`src/rtl/nihilist_pkg.sv`:
```
// ============================================================================
// Module      : nihilist_pkg
// Description : Shared constants and helpers for the Nihilist/Polybius
//               encryptor: 5x5 table, fixed key, cipher byte type and the
//               character-to-code function.
//               Optional feature macro: NIHILIST_LOWERCASE_EN (fold 'a'..'z'
//               to uppercase before lookup).
// Revision    : 1.0 - initial release
// ============================================================================
`default_nettype none

package nihilist_pkg;

    typedef logic [7:0] cipher_t;

    // Table rows are RAESB / CDFGH / IKLMN / OPQTU / VWXYZ; first char at MSB.
    localparam logic [8*25-1:0] POLYBIUS_TABLE = "RAESBCDFGHIKLMNOPQTUVWXYZ";

    // Fixed key shared with the decryptor.
    localparam int              KEY_LEN = 7;
    localparam logic [8*7-1:0]  KEY_STR = "NEDELCU";

    localparam cipher_t         ERR_CODE = 8'd0;

    // Returns {valid, row*10+col}; 'J' shares the 'I' cell.
    function automatic logic [8:0] polybius_code(input logic [7:0] ch);
        logic [7:0] up_ch;
        logic [8:0] res;
        up_ch = ch;
`ifdef NIHILIST_LOWERCASE_EN
        if (up_ch >= 8'h61 && up_ch <= 8'h7A) begin
            up_ch = up_ch - 8'h20;
        end
`endif
        if (up_ch == 8'h4A) begin
            up_ch = 8'h49;
        end
        res = {1'b0, ERR_CODE};
        for (int i = 0; i < 25; i++) begin
            if (up_ch == POLYBIUS_TABLE[8*(24-i) +: 8]) begin
                res = {1'b1, 8'(((i / 5) + 1) * 10 + (i % 5) + 1)};
            end
        end
        return res;
    endfunction

    // Key character at position idx, wrapping on the key length.
    function automatic logic [7:0] key_char(input logic [31:0] idx);
        int j;
        j = int'(idx % 32'(KEY_LEN));
        return KEY_STR[8*(KEY_LEN-1-j) +: 8];
    endfunction

endpackage

`default_nettype wire

```
`src/rtl/nihilist_encryptor_stream_polybius_lookup.sv`:
```
// ============================================================================
// Module      : polybius_lookup
// Description : Combinational character-to-Polybius-code lookup.
//               Optional feature macro: NIHILIST_LOWERCASE_EN (via package).
// Revision    : 1.0 - initial release
// ============================================================================
`default_nettype none

module polybius_lookup
    import nihilist_pkg::*;
(
    input  logic [7:0] ch,
    output cipher_t    code,
    output logic       valid
);

    logic [8:0] w_res;

    // Pure table lookup; invalid characters yield ERR_CODE with valid low.
    always_comb begin
        w_res = polybius_code(ch);
        valid = w_res[8];
        code  = w_res[7:0];
    end

endmodule

`default_nettype wire

```
`src/rtl/nihilist_encryptor_stream.sv`:
```
// ============================================================================
// Module      : nihilist_encryptor_stream
// Description : Byte-serial Nihilist/Polybius encryptor with valid/ready
//               handshakes and a two-stage pipeline. Each plaintext letter
//               produces code(plain) + code(key[k]).
//               Optional feature macro: NIHILIST_LOWERCASE_EN (lowercase
//               letters accepted and folded to uppercase).
// Revision    : 1.0 - initial release
// ============================================================================
`default_nettype none

module nihilist_encryptor_stream
    import nihilist_pkg::*;
#(
    parameter int SEC_LEN = 7,
    parameter int KIDX_W  = (SEC_LEN > 1) ? $clog2(SEC_LEN) : 1
) (
    input  logic       clk,
    input  logic       rst_n,
    input  logic       in_valid,
    output logic       in_ready,
    input  logic [7:0] in_data,
    input  logic       in_last,
    output logic       out_valid,
    input  logic       out_ready,
    output logic [7:0] out_data,
    output logic       out_last,
    output logic       out_err,
    output logic       busy
);

    logic [KIDX_W-1:0] r_k;
    logic              r_s1_valid;
    logic [7:0]        r_s1_data;
    logic              r_s1_last;
    logic [KIDX_W-1:0] r_s1_k;

    logic              w_s2_adv;
    logic              w_s1_adv;
    logic              w_accept;
    logic [7:0]        w_key_char;
    cipher_t           w_plain_code;
    cipher_t           w_key_code;
    logic              w_plain_valid;
    logic              w_key_valid;

    // Handshake and stall control; no skid buffer, so ready is combinational.
    always_comb begin
        w_s2_adv   = !out_valid || out_ready;
        w_s1_adv   = w_s2_adv || !r_s1_valid;
        in_ready   = !r_s1_valid || w_s2_adv;
        w_accept   = in_valid && in_ready;
        w_key_char = key_char(32'(r_s1_k));
        busy       = r_s1_valid | out_valid;
    end

    polybius_lookup u_plain_lookup (
        .ch    (r_s1_data),
        .code  (w_plain_code),
        .valid (w_plain_valid)
    );

    polybius_lookup u_key_lookup (
        .ch    (w_key_char),
        .code  (w_key_code),
        .valid (w_key_valid)
    );

    // Key index: advances on every accepted byte (errors included) and
    // restarts at 0 after a message's last byte.
    always_ff @(posedge clk or negedge rst_n) begin
        if (!rst_n) begin
            r_k <= '0;
        end else if (w_accept) begin
            if (in_last || (r_k == KIDX_W'(SEC_LEN - 1))) begin
                r_k <= '0;
            end else begin
                r_k <= r_k + 1'b1;
            end
        end
    end

    // Stage 1: capture the character together with the key index it uses.
    always_ff @(posedge clk or negedge rst_n) begin
        if (!rst_n) begin
            r_s1_valid <= 1'b0;
            r_s1_data  <= 8'd0;
            r_s1_last  <= 1'b0;
            r_s1_k     <= '0;
        end else if (w_s1_adv) begin
            r_s1_valid <= in_valid;
            if (w_accept) begin
                r_s1_data <= in_data;
                r_s1_last <= in_last;
                r_s1_k    <= r_k;
            end
        end
    end

    // Stage 2: add the two codes and present the result; held while stalled.
    always_ff @(posedge clk or negedge rst_n) begin
        if (!rst_n) begin
            out_valid <= 1'b0;
            out_data  <= ERR_CODE;
            out_last  <= 1'b0;
            out_err   <= 1'b0;
        end else if (w_s2_adv) begin
            out_valid <= r_s1_valid;
            if (r_s1_valid) begin
                out_last <= r_s1_last;
                if (w_plain_valid && w_key_valid) begin
                    out_data <= w_plain_code + w_key_code;
                    out_err  <= 1'b0;
                end else begin
                    out_data <= ERR_CODE;
                    out_err  <= 1'b1;
                end
            end
        end
    end

endmodule

`default_nettype wire

```
`config.mk`:
```
export PLATFORM = sky130hd
export DESIGN_NAME = nihilist_encryptor_stream
export DESIGN_NICKNAME = d
export VERILOG_FILES = /design/src/rtl/nihilist_pkg.sv /design/src/rtl/nihilist_encryptor_stream_polybius_lookup.sv /design/src/rtl/nihilist_encryptor_stream.sv
export SDC_FILE = /design/constraint.sdc
export NUM_CORES = 1
export LEC_CHECK = 0
export BUFFER_PORTS_ARGS = -buffer_cell sky130_fd_sc_hd__buf_2
export CAP_MARGIN = 30
export CORE_MARGIN = 5
export CORE_UTILIZATION = 64
export DETAILED_ROUTE_END_ITERATION = 16
export PLACE_DENSITY = 0.86
export SLEW_MARGIN = 10
export SYNTH_ARGS = -nofsm -noshare
export SYNTH_HDL_FRONTEND = slang
export SYNTH_HIERARCHICAL = 1
export SYNTH_SLANG_ARGS = --single-unit
```
`constraint.sdc`:
```
create_clock -name clk -period 8.3 [get_ports clk]
set_input_delay 0 -clock clk [delete_from_list [all_inputs] [get_ports clk]]
set_output_delay 0 -clock clk [all_outputs]
set_load 0.1 [all_outputs]
```
# ---- Word-level counts from Yosys, hierarchy flattened
# Cells that the tools add are included.
dict set report op_classes {
  n_shift 1
  n_bitwise 1
  addsub 3
  n_reduce_logical 9
  n_eq_ne 53
  mux 55
  div 1
}
# op count
set ops {}
lappend ops {{$mux 9} 50}
lappend ops {{$eq 8x7->1 const B} 52}
lappend ops {{$shiftx 56x32->8 const A} 1}
lappend ops {{$mod 3x3->32 const B} 1}
lappend ops {{$sub 4x29->29 const A} 1}
lappend ops {{$mux 8} 3}
lappend ops {{$add 8x8->8} 1}
lappend ops {{$reduce_and 2->1} 2}
lappend ops {{$add 3x1->3 const B} 1}
lappend ops {{$eq 3x3->1 const B} 1}
lappend ops {{$logic_or 1x1->1} 3}
lappend ops {{$mux 3} 1}
lappend ops {{$logic_and 1x1->1} 2}
lappend ops {{$logic_not 1->1} 2}
lappend ops {{$mux 1} 1}
lappend ops {{$or 1x1->1} 1}
dict set report word_totals {
  wordCells 132
  output_inout_bits 13
  input_bits 13
  ff_bits 27
}

# ---- Logic depth before layout (Yosys ltp)
dict set report depth {
  ltp_word 33
  ltp_mapped 16
  mapped_depth_nobuf 14
}

# ---- Modules after synthesis
# The synthesis kept the hierarchy.
# module seq_area_each_um2 cells_each instances area_each_um2
set modules_own_cells {}
lappend modules_own_cells {nihilist_encryptor_stream 675.6 145 1 1579.0}
lappend modules_own_cells {polybius_lookup 0.0 58 2 400.4}

# ---- Least setup slack after synthesis
# OpenSTA, ideal clock, no wires.
dict set report synth_timing {
  kind {register to register}
  startpoint {reg r_s1_k[0]}
  endpoint {reg out_data[4]}
  setup_slack_ns 5.162
  n_path_buf 2
  synth_period_minus_slack_ns 3.138
  setup_ns 0.122
  stages_incl_launch_ff 15
  arrival_ns 3.016
  required_ns 8.178
  path_cell_list {dfrtp_1 > buf_2 > inv_1 > ha_1 > o31ai_1 > buf_6 > nand3_1 > a21oi_1 > a2111oi_2 > ha_1 > fa_1 > a21oi_1 > o21bai_1 > xor2_1 > a22o_1}
}
dict set report synth_via {
  elab_chain_cells 33
  word_cells_on_any_way 58
  classes_between {add/sub: 2; div: 1; eq/ne: 26; shift: 1; mux: 27; reduce/logical: 1}
}
# element line
set synth_lines {}
lappend synth_lines {{start: declaration} nihilist_encryptor_stream.sv:36} ;# logic [KIDX_W-1:0] r_s1_k;
lappend synth_lines {{start signal: assignment} nihilist_encryptor_stream.sv:95} ;# r_s1_k <= r_k;
lappend synth_lines {{$mod 3x3->32 *} nihilist_pkg.sv:50} ;# j = int'(idx % 32'(KEY_LEN));
lappend synth_lines {{$sub 4x29->29 *} nihilist_pkg.sv:51} ;# return KEY_STR[8*(KEY_LEN-1-j) +: 8];
lappend synth_lines {{$shiftx 56x32->8 *} nihilist_pkg.sv:51}
lappend synth_lines {{named net w_key_char[0]} nihilist_encryptor_stream.sv:41} ;# logic [7:0] w_key_char;
lappend synth_lines {{$eq 8x7->1} nihilist_pkg.sv:35} ;# if (up_ch == 8'h4A) begin
lappend synth_lines {{$mux 8 *} nihilist_pkg.sv:35}
lappend synth_lines {{$eq 8x7->1} nihilist_pkg.sv:40} ;# if (up_ch == POLYBIUS_TABLE[8*(24-i) +: 8]) begin
lappend synth_lines {{$mux 9 (24 in series)} nihilist_pkg.sv:40}
lappend synth_lines {{$mux 9 *} nihilist_pkg.sv:40}
lappend synth_lines {{named net w_key_code[0]} nihilist_encryptor_stream.sv:43} ;# cipher_t w_key_code;
lappend synth_lines {{$add 8x8->8 *} nihilist_encryptor_stream.sv:112} ;# out_data <= w_plain_code + w_key_code;
lappend synth_lines {{$mux 8 *} nihilist_encryptor_stream.sv:111} ;# if (w_plain_valid && w_key_valid) begin
lappend synth_lines {{end signal: assignment} nihilist_encryptor_stream.sv:112}
lappend synth_lines {{end: declaration} nihilist_encryptor_stream.sv:26} ;# output logic [7:0] out_data,
# The timed path passes the listed nets; every way through them passes the cells marked *.
# A chain may end at the register's enable or synchronous reset.

# ---- Worst setup path after layout
# Ends and elaborated chain as after synthesis.

==> results.md <==
Finish:
- The layout net count is 313.
- With fillers left out, the area of the finished cells amounts to 2560 um^2.
- The repair_antennas step left the layout with diodes totalling 0.
- The most common library cell in the layout ignoring fill and taps is dfrtp_1.
- At the end of the flow the core is filled with cells to 0.705.
- The fraction of layout instances using a drive strength above 1 is 0.207.
- Counting the fill cells in the layout gives 302.
- The area growth from synthesis to layout is 7.57%.
- In the layout the commonest cells are dfrtp_1 (27), buf_2 (25), nand2_1 (20).

Yosys:
- After synthesis, the cell types taking the most area are dfrtp_1 (28%), ha_1 (6.8%), buf_6 (4.3%), o21ai_0 (3.8%), mux2_1 (3.3%).
- The most used flip-flop cell after synthesis is dfrtp_1.
- Of the synthesized area, sequential elements account for 0.284.
- The number of synthesized register bits is 27.
- Of all flip-flops after synthesis, the portion carrying an async set or reset was 1.00.
- The distinct cell type count after synthesis is 58.
- Summing every instance area after synthesis gives 2380 um^2.
- The share of synthesized area in the top cell type comes to 0.284.
- After synthesis, the mean cell area works out to 9.12 um^2.
- The cell count after synthesis came out at 261.
- The total number of yosys warnings is 6.
- Counting flops with a built-in enable in the synthesized netlist gives 0.
- The largest area contributor in the netlist is dfrtp_1.

Timing:
- The tightest slew margin relative to the limit is 0.598.
- The portion of the clock cycle consumed by the worst path in the final layout is 0.441.
- Setup repair after global routing left no endpoint under its margin.
- Hold timing on the final database bottoms out at a slack of 0.0301 ns.
- The count of endpoints failing hold in the final timing report was 0.
- The final number of max-transition violations is 0.
- The final period demand of the worst path is 3.66 ns.
- At the pin with the least slew margin, the transition time is 0.604 ns.
- Across the routed clock network, the largest skew measured is 0.00499 ns.
- Setup violations remaining at the end of the flow were counted as 0.
- After routing, the total negative slack on setup checks comes to 0 ns.
- Based on the critical path, the design can be clocked at up to 273 MHz.

Route:
- The number of violations reported at the end of detailed-routing iteration 0 is 112.
- The wire length reported by the detailed router is 4880 um.
- The first TritonRoute pass finished after 4 iterations.
- The routed length per placed instance is 14.7 um.
- The antenna violation net count after detailed routing is 0.
- The number of DRC violations after detailed routing is 0.
- Using the TritonRoute via totals, the vias-per-cell ratio works out to 5.93.
- The detailed router placed 1975 vias in this run.

Floorplan:
- The die span in y is 71.0 um.
- Measured along the x axis, the die boundary spans 71.0 um.
- The number of top-level pins is 26.
- The core region area is 3630 um^2.
- The die covers 5040 um^2.
- The initialized floorplan defines 22 standard-cell rows.
- The effective utilization at floorplan is 0.655.

Global routing:
- The global-route total usage across every layer is 0.202.
- The via count of the first global-routing pass came to 1880.
- The first global-routing pass estimated 8380 um of wire.
- The number of antenna violations at the first check in global routing came to 0.
- Summed over all layers, the global routing overflow is 0.
- Entering global routing, the biggest net connects 28 pins.

Setup path:
- The signal on the critical path passes through ha_1 -> nand2b_1 -> mux2i_1 -> a22o_1 -> or3_1 -> a21oi_1 -> a2111oi_2 -> ha_1 -> fa_1 -> a21oi_1 -> o21bai_1 -> xor2_1 -> a22o_1.
- The required time of the worst setup path is 8.48 ns.
- STA classifies the critical path startpoint as a flop.
- The setup path with the least slack is of type flop to flop.
- The worst setup path is captured at a flop.
- Along the worst path, the maximum fanout reaches 15.
- The total buffers and inverters traversed by the critical path is 0.
- Data arrives at the worst endpoint at 3.84 ns.
- The kind of cell with the highest combined delay on the critical path is compound AO/OA/AOI/OAI gates.
- The worst register-to-register path begins at r_s1_k[0].
- The maximum single-stage delay on the critical path is 0.56 ns.
- The startpoint of the most critical setup path is r_s1_k[0].
- The slowest stage cell on the critical path is dfrtp_1.

Clock network:
- The number of clock sinks seen by CTS is 27.
- The deepest level of the CTS H-tree is 1.
- The clock-pin slew of the registers on the worst-case setup and hold paths is 0.10 ns.
- The count of cells resized by post-cts repair is 0.
- The clock passes through at most 2 buffers.
- The insertion delay to the later sink of the worst-skew pair is 0.28 ns.
- In this run, CTS created clock tree buffers numbering 3.
- The CTS tree is built.
- CTS placed an instance of clkbuf_8 at the clock tree root.

Placement:
- The number of port buffers is 25.
- The weighted congestion reported at the end of routability-driven placement is 0.915.
- The HPWL after detailed placement is 3390 um.
- Summing all placed instances gives a cell area of 2400 um^2.

Worst hold path:
- In this run the worst hold path is classified as primary input to flop.
- The startpoint of the most critical hold path is out_ready.

Flow run:
- The tool flagged a number of max-cap violations equal to 0.

Pwr:
- Total power for the finished layout comes to 508 uW.
- The power density relative to cell area is 199 nW/um^2.
- The analysis attributes to cell leakage a power of 0.00114 uW.
- Across the VDD grid, the largest voltage drop is 0.149 mV.

Run status:
- The run finished with clean final reports.
==> synth_stat cells, types with 2 or more instances <==
master	n
nand4_1	3
o22ai_1	3
mux2_4	2
nor2_2	2
buf_6	9
xnor2_1	2
a31oi_1	6
o21ai_1	7
or3_1	4
inv_1	8
buf_2	3
nand2_1	20
nor2b_1	4
ha_1	13
a211oi_2	2
nor3b_1	2
buf_4	9
nor2_1	12
o21a_1	2
xor2_1	2
a211o_1	2
a22o_1	4
o21ai_0	18
and2b_2	4
a2111oi_2	2
o31ai_1	4
nor3_1	4
mux2_1	7
mux2i_1	3
nand2b_1	5
mux2_2	5
conb_1	3
nand3_1	10
and4_1	2
a21oi_1	13
and2_1	2
o221ai_1	2
a221oi_2	4
a32oi_1	2
o21ba_2	2
dfrtp_1	27
a21o_1	4
clkinv_1	2
==> metal layers <==
metal / GRT usage / up-vias / share of wire
met2: 0.354 / 41 / 0.49
li1: - / 999 / -
met5: 0 / - / 0
met3: 0.0284 / 7 / 0.035
met1: 0.255 / 928 / 0.45
met4: 0.0647 / 0 / 0.017
==> kinds of logic (layout without fill, tap and decap cells) <==
kind of cell / after synthesis / after routing / synth area share
AOI/OAI and AO/OA: 85 / 85 / 0.260
xor gates and xnor gates: 4 / 4 / 0.0147
adders and majority gates: 14 / 14 / 0.0768
buffers and inverters: 32 / 51 / 0.0946
DFF: 27 / 27 / 0.284
muxes: 17 / 17 / 0.0820
other: 3 / 8 / 0.00473
and+or+nand+nor: 79 / 79 / 0.183
==> stage by stage <==
stage	setup WS, ns	cells
after floorplan	5.16	266
after global placement	4.81	318
after detailed placement	4.68	318
after CTS	4.68	333
after global routing	4.33	333
final	4.64	333
==> cell type report <==
type                            count  area [um^2]  area share
Timing Repair Buffer               37          243      0.0948
Clock buffer                        3         41.3      0.0161
Tap cell                           48         60.1      0.0235
Inverter                           10         37.5      0.0147
Multi-Input combinational cell    207         1500       0.585
Sequential cell                    27          676       0.264
Clock inverter                      1         5.00     0.00196
==> final timing paths <==
kind	depth (start not counted)	end	slack [ns]
worst max-delay path	13	out_data[4]	4.64
worst min-delay path	3	out_valid	0.03
worst max register to register	13	out_data[4]	4.64
worst min register to register	2	out_data[2]	0.48
max in group asynchronous	2	r_s1_data[4]	7.66
min in group asynchronous	2	out_data[4]	0.24
==> report_power, final <==
part / leakage, uW / switching [uW] / internal [uW]
sequential: 0.000338 / 31.2 / 146
clock: 0.0000255 / 44.7 / 33.8
combinational: 0.000776 / 154 / 98.4
total: 0.00114 / 230 / 278
==> tightest hold or removal path: cells and delay by family <==
family | cells | cell delay (ns)
buf+inv | 1 | 0.09
simple gates | 2 | 0.19
==> state kept, by name, summed over array words and instances (netlist names) <==
register and cells:
out_data 8, r_s1_data 8, r_k 3, r_s1_k 3, out_err 1, out_last 1
out_valid 1, r_s1_last 1, r_s1_valid 1
==> what timing repair did <==
action / in CTS / in global routing
buffers inserted: 0 / 0
hold endpoints to repair: 38 / 0
hold buffers: 11 / 0
Power figures use the tool's default switching activity.
